**config.mk**
```make
export PLATFORM = sky130hd
export DESIGN_NAME = pattern_tx
export DESIGN_NICKNAME = d
export VERILOG_FILES = /design/src/rtl/pattern_tx.sv
export SDC_FILE = /design/constraint.sdc
export NUM_CORES = 1
export LEC_CHECK = 0
export ABC_AREA = 0
export BUFFER_PORTS_ARGS = -buffer_cell sky130_fd_sc_hd__buf_4
export CORE_MARGIN = 2
export CORE_UTILIZATION = 45
export DETAILED_ROUTE_END_ITERATION = 6
export MAX_ROUTING_LAYER = met4
export PLACE_DENSITY = 0.66
export SLEW_MARGIN = 10
export SYNTH_ARGS = -nofsm -noshare
export SYNTH_HDL_FRONTEND = slang
export SYNTH_SLANG_ARGS = --single-unit
```
**constraint.sdc**
```tcl
create_clock -name clk -period 3.45 [get_ports clk]
set_input_delay 0.69 -clock clk [delete_from_list [all_inputs] [get_ports clk]]
set_output_delay 0.69 -clock clk [all_outputs]
set_load 0.05 [all_outputs]
```
**src/rtl/pattern_tx.sv**
```systemverilog
// Serialises a stored pattern MSB-first as back-to-back framed words,
// repeated repeat_n times; every output is registered one cycle behind the FSM.
module pattern_tx #(
    parameter int                WIDTH    = 4,
    parameter logic [WIDTH-1:0]  PATTERN  = 4'b0101,
    parameter int                REPEAT_W = 4
) (
    input  logic                clk,
    input  logic                rst_n,
    input  logic                load_en,
    input  logic [WIDTH-1:0]    pattern_in,
    input  logic                start,
    input  logic [REPEAT_W-1:0] repeat_n,
    input  logic                abort,
    output logic                sout,
    output logic                sout_valid,
    output logic                frame_start,
    output logic                busy,
    output logic                done
);

    localparam int               CNT_W = (WIDTH > 1) ? $clog2(WIDTH) : 1;
    localparam logic [CNT_W-1:0] LAST  = CNT_W'(WIDTH - 1);

    typedef enum logic [1:0] {
        IDLE  = 2'd0,
        SHIFT = 2'd1,
        DONE  = 2'd2
    } state_t;

    state_t              state_q, state_d;
    logic [WIDTH-1:0]    pat_q, pat_d;
    logic [WIDTH-1:0]    sh_q, sh_d;
    logic [CNT_W-1:0]    cnt_q, cnt_d;
    logic [REPEAT_W-1:0] words_q, words_d;
    logic                sout_q, sout_d;
    logic                vld_q, vld_d;
    logic                fs_q, fs_d;
    logic                busy_q, busy_d;
    logic                done_q, done_d;

    always_comb begin
        state_d = state_q;
        pat_d   = pat_q;
        sh_d    = sh_q;
        cnt_d   = cnt_q;
        words_d = words_q;
        sout_d  = 1'b0;
        vld_d   = 1'b0;
        fs_d    = 1'b0;
        done_d  = 1'b0;

        unique case (state_q)
            IDLE: begin
                if (load_en) pat_d = pattern_in;
                if (start) begin
                    if (repeat_n != '0) begin
                        // A same-cycle load takes effect for the very first word.
                        sh_d    = load_en ? pattern_in : pat_q;
                        words_d = repeat_n;
                        cnt_d   = '0;
                        state_d = SHIFT;
                    end else begin
                        state_d = DONE;
                    end
                end
            end
            SHIFT: begin
                if (abort) begin
                    cnt_d   = '0;
                    words_d = '0;
                    state_d = IDLE;
                end else begin
                    sout_d = sh_q[WIDTH-1];
                    vld_d  = 1'b1;
                    fs_d   = (cnt_q == '0);
                    sh_d   = sh_q << 1;
                    if (cnt_q == LAST) begin
                        cnt_d = '0;
                        if (words_q > REPEAT_W'(1)) begin
                            sh_d    = pat_q;
                            words_d = words_q - REPEAT_W'(1);
                        end else begin
                            words_d = '0;
                            state_d = DONE;
                        end
                    end else begin
                        cnt_d = cnt_q + CNT_W'(1);
                    end
                end
            end
            DONE: begin
                done_d  = 1'b1;
                state_d = IDLE;
            end
            default: state_d = IDLE;
        endcase

        busy_d = (state_d != IDLE);
    end

    always_ff @(posedge clk) begin
        if (!rst_n) begin
            state_q <= IDLE;
            pat_q   <= PATTERN;
            sh_q    <= '0;
            cnt_q   <= '0;
            words_q <= '0;
            sout_q  <= 1'b0;
            vld_q   <= 1'b0;
            fs_q    <= 1'b0;
            busy_q  <= 1'b0;
            done_q  <= 1'b0;
        end else begin
            state_q <= state_d;
            pat_q   <= pat_d;
            sh_q    <= sh_d;
            cnt_q   <= cnt_d;
            words_q <= words_d;
            sout_q  <= sout_d;
            vld_q   <= vld_d;
            fs_q    <= fs_d;
            busy_q  <= busy_d;
            done_q  <= done_d;
        end
    end

    assign sout        = sout_q;
    assign sout_valid  = vld_q;
    assign frame_start = fs_q;
    assign busy        = busy_q;
    assign done        = done_q;

endmodule
```
==> impl_metrics.json <==
{
  "ys.flop_type": "dfxtp_1",
  "wl_per_cell_um": 13.2,
  "start_util": 0.484,
  "synth-compound-area-share": 0.207,
  "synth_top_family_by_area": "simple AND/OR/NAND/NOR gates",
  "clk_latency_ns": 0.30,
  "p_leak_nw": 0.528,
  "die_h_um": 53.0,
  "synth-edff-count": 0,
  "io_buffers": 17,
  "timing.slew.headroom": 0.450,
  "synth_seq_cells": 21,
  "fin_hold_ws_ns": 0.489,
  "coreArea_mm2": 0.00223,
  "cts_root_buf": "clkbuf_4",
  "drt-vias-per-instance": 5.68,
  "maxSlewViolCount": 0,
  "setup_tns_ns": 0,
  "post-route-period-util": 0.562,
  "dp_slack_ns": 1.50,
  "p_int_mw": 0.349,
  "power_frac_seq": 0.551,
  "rsz0062_at_grt": "false",
  "syn-cell-area_mm2": 0.00108,
  "yosys.area.top_type": "dfxtp_1",
  "crit_type": "register to register",
  "ant_nets": 0,
  "hpwl_mm": 1.67,
  "synth_xor_area_frac": 0,
  "yosys.area_share.simple": 0.231,
  "cts_tree": "done",
  "cts_hold_buf": 0,
  "drive_gt1_frac": 0.216,
  "synthDistinctLibCells": 35,
  "fin_ws_ns": 1.51,
  "swShare": 0.294,
  "cp_data_arrival_time_ns": 2.14,
  "cts_resized": 0,
  "p_clk_frac": 0.233,
  "antenna_found_initial": 0,
  "cts_inserted_buffers": 3,
  "final_hold_viol_count": 0,
  "end_kind": "register",
  "ys_async_sr_fraction": 0,
  "ys_warn_count": 0,
  "h-tree-depth": 1,
  "fin_nets": 157,
  "ys_seq_area_frac": 0.389,
  "ios": 18,
  "cts.sinks": 21,
  "row_count": 17,
  "insertedDiodeCount": 0,
  "cts_setup_buffers": 0,
  "synth_mux_area_frac": 0.0833,
  "synthAdderAreaFrac": 0.0463,
  "critPathLaunchType": "register",
  "setup_viol": 0,
  "grt_pass1_wl_mm": 3.77,
  "peakVddDrop_uv": 243,
  "area_delta_synth_final_pct": 15.4,
  "fillCellCount": 221,
  "p_per_area_mw_per_mm2": 396,
  "power_switching_mw": 0.146,
  "combPwrFrac": 0.216,
  "synth_top_area_frac": 0.389,
  "cp.required_ns": 3.65,
  "die-area_mm2": 0.00281,
  "hold_class": "register to register",
  "yosys-top-cells-area": "dfxtp_1 (39%), mux2i_1 (8.3%), nand2_1 (6.3%)",
  "wl_mm": 2.21,
  "clk_path_buf_depth": 2,
  "overflow": 0,
  "post_synth.cell_area_avg_um2": 8.72,
  "max_slew.worst_pin.slew_ns": 0.818,
  "maxCapViolations": 0,
  "grt_pass1_vias": 907,
  "remaining_drc_errors": 0,
  "die_w_um": 53.0,
  "outcome": "completed",
  "num_vias": 948,
  "syn_nets": 141,
  "max_freq_mhz": 516,
  "drt_iter0_drc": 20,
  "routabilityCongestion": 0.797,
  "gr-usage-all-layers": 0.185,
  "grt_max_degree": 23,
  "postSynthCellCount": 124,
  "firstDrtPassIters": 4,
  "clock_skew_ns": 0.00654,
  "path_clk_slew_ns": 0.12,
  "cp_max_fo": 7,
  "period_needed_ns": 1.94
}
## power by group through the flow
| stage | logic, mW | registers [mW] | clock network (mW) |
|---|---|---|---|
| 4_1_cts | 0.107 | 0.272 | 0.122 |
| 3_3_place_gp | 0.105 | 0.277 | 0 |
| 2_1_floorplan | 0.0710 | 0.281 | 0 |
| 3_5_place_dp | 0.107 | 0.278 | 0 |
| 6_report | 0.107 | 0.272 | 0.115 |
| 5_1_grt | 0.119 | 0.275 | 0.128 |
## sequential cells by signal, summed over array words and instances, names as in the netlist
name / flops
sh_q: 4
busy: 1
sout: 1
cnt_q: 2
done: 1
pat_q: 4
words_q: 4
frame_start: 1
sout_valid: 1
state_q: 2
## per-stage QoR
step / utilization / power [mW] / instances / area (µm²)
2_1_floorplan: - / 0.352 / 124 / 1080
3_3_place_gp: 0.546 / 0.382 / 163 / 1220
3_5_place_dp: 0.546 / 0.385 / 163 / 1220
4_1_cts: 0.559 / 0.501 / 167 / 1250
5_1_grt: 0.559 / 0.523 / 167 / 1250
6_report: 0.559 / 0.495 / 167 / 1250
## cells in the mapped netlist (2+ instances only)
cell type / count
o21ai_0: 4
mux2i_1: 9
and2_1: 2
clkbuf_1: 5
o211ai_1: 2
ha_1: 4
nand3_1: 3
nor2b_1: 3
nor2_1: 8
nand2_1: 18
dfxtp_1: 21
nand2b_1: 3
and3_1: 2
inv_1: 6
o221a_2: 4
a21oi_1: 7
o31a_1: 3
nor3_1: 2
a31oi_1: 2
## critical path, cell delays in order, from the launching register on
cell	delay [ns]
dfxtp_1	0.35
inv_1	0.08
ha_1	0.19
nor2_1	0.08
nor3_1	0.63
o32ai_1	0.21
o221a_2	0.29
## metal layers
| metal | global-route usage | up-vias | wire (µm) |
|---|---|---|---|
| li1 | - | 474 | - |
| met1 | 0.220 | 445 | 1040 |
| met2 | 0.321 | 27 | 1040 |
| met3 | 0.0254 | 2 | 117 |
| met4 | 0.0641 | 0 | 12 |
| met5 | - | - | 0 |
## worst paths after layout
check,startpoint,end,slack [ns],depth (start not counted)
min,cnt_q[1],cnt_q[1],0.49,2
max,words_q[1],sh_q[0],1.51,6
max reg2reg,words_q[1],sh_q[0],1.51,6
min reg2reg,cnt_q[1],cnt_q[1],0.49,2
## final cells by class
type | count | area, µm² | share of cell area
clock buffer | 3 | 22.5 | 0.0181
clock inverter | 1 | 5.00 | 0.00401
inverter | 6 | 22.5 | 0.0181
multi-input combinational | 91 | 614 | 0.492
sequential | 21 | 420 | 0.337
tap | 28 | 35.0 | 0.0281
timing repair buffer | 17 | 128 | 0.102
## kinds of logic (layout without fill, tap and decap cells)
| family | count (synthesis) | in the layout |
|---|---|---|
| DFF | 21 | 21 |
| AOI/OAI and AO/OA | 30 | 30 |
| and+or+nand+nor | 48 | 48 |
| adders and majority gates | 4 | 4 |
| buffers and inverters | 12 | 27 |
| muxes | 9 | 9 |
## cells in the final DEF (no fill, tap or decap), types with 2 or more instances in the layout
master    Yosys  layout
ha_1          4       4
nor3_1        2       2
inv_1         6       6
mux2i_1       9       9
dfxtp_1      21      21
clkbuf_4      0       3
o21ai_0       4       4
o211ai_1      2       2
nand3_1       3       3
nand2b_1      3       3
o221a_2       4       4
a21oi_1       7       7
buf_4         0      17
nor2_1        8       8
and3_1        2       2
o31a_1        3       3
nand2_1      18      18
nor2b_1       3       3
and2_1        2       2
a31oi_1       2       2
Power figures use the tool's default switching activity.
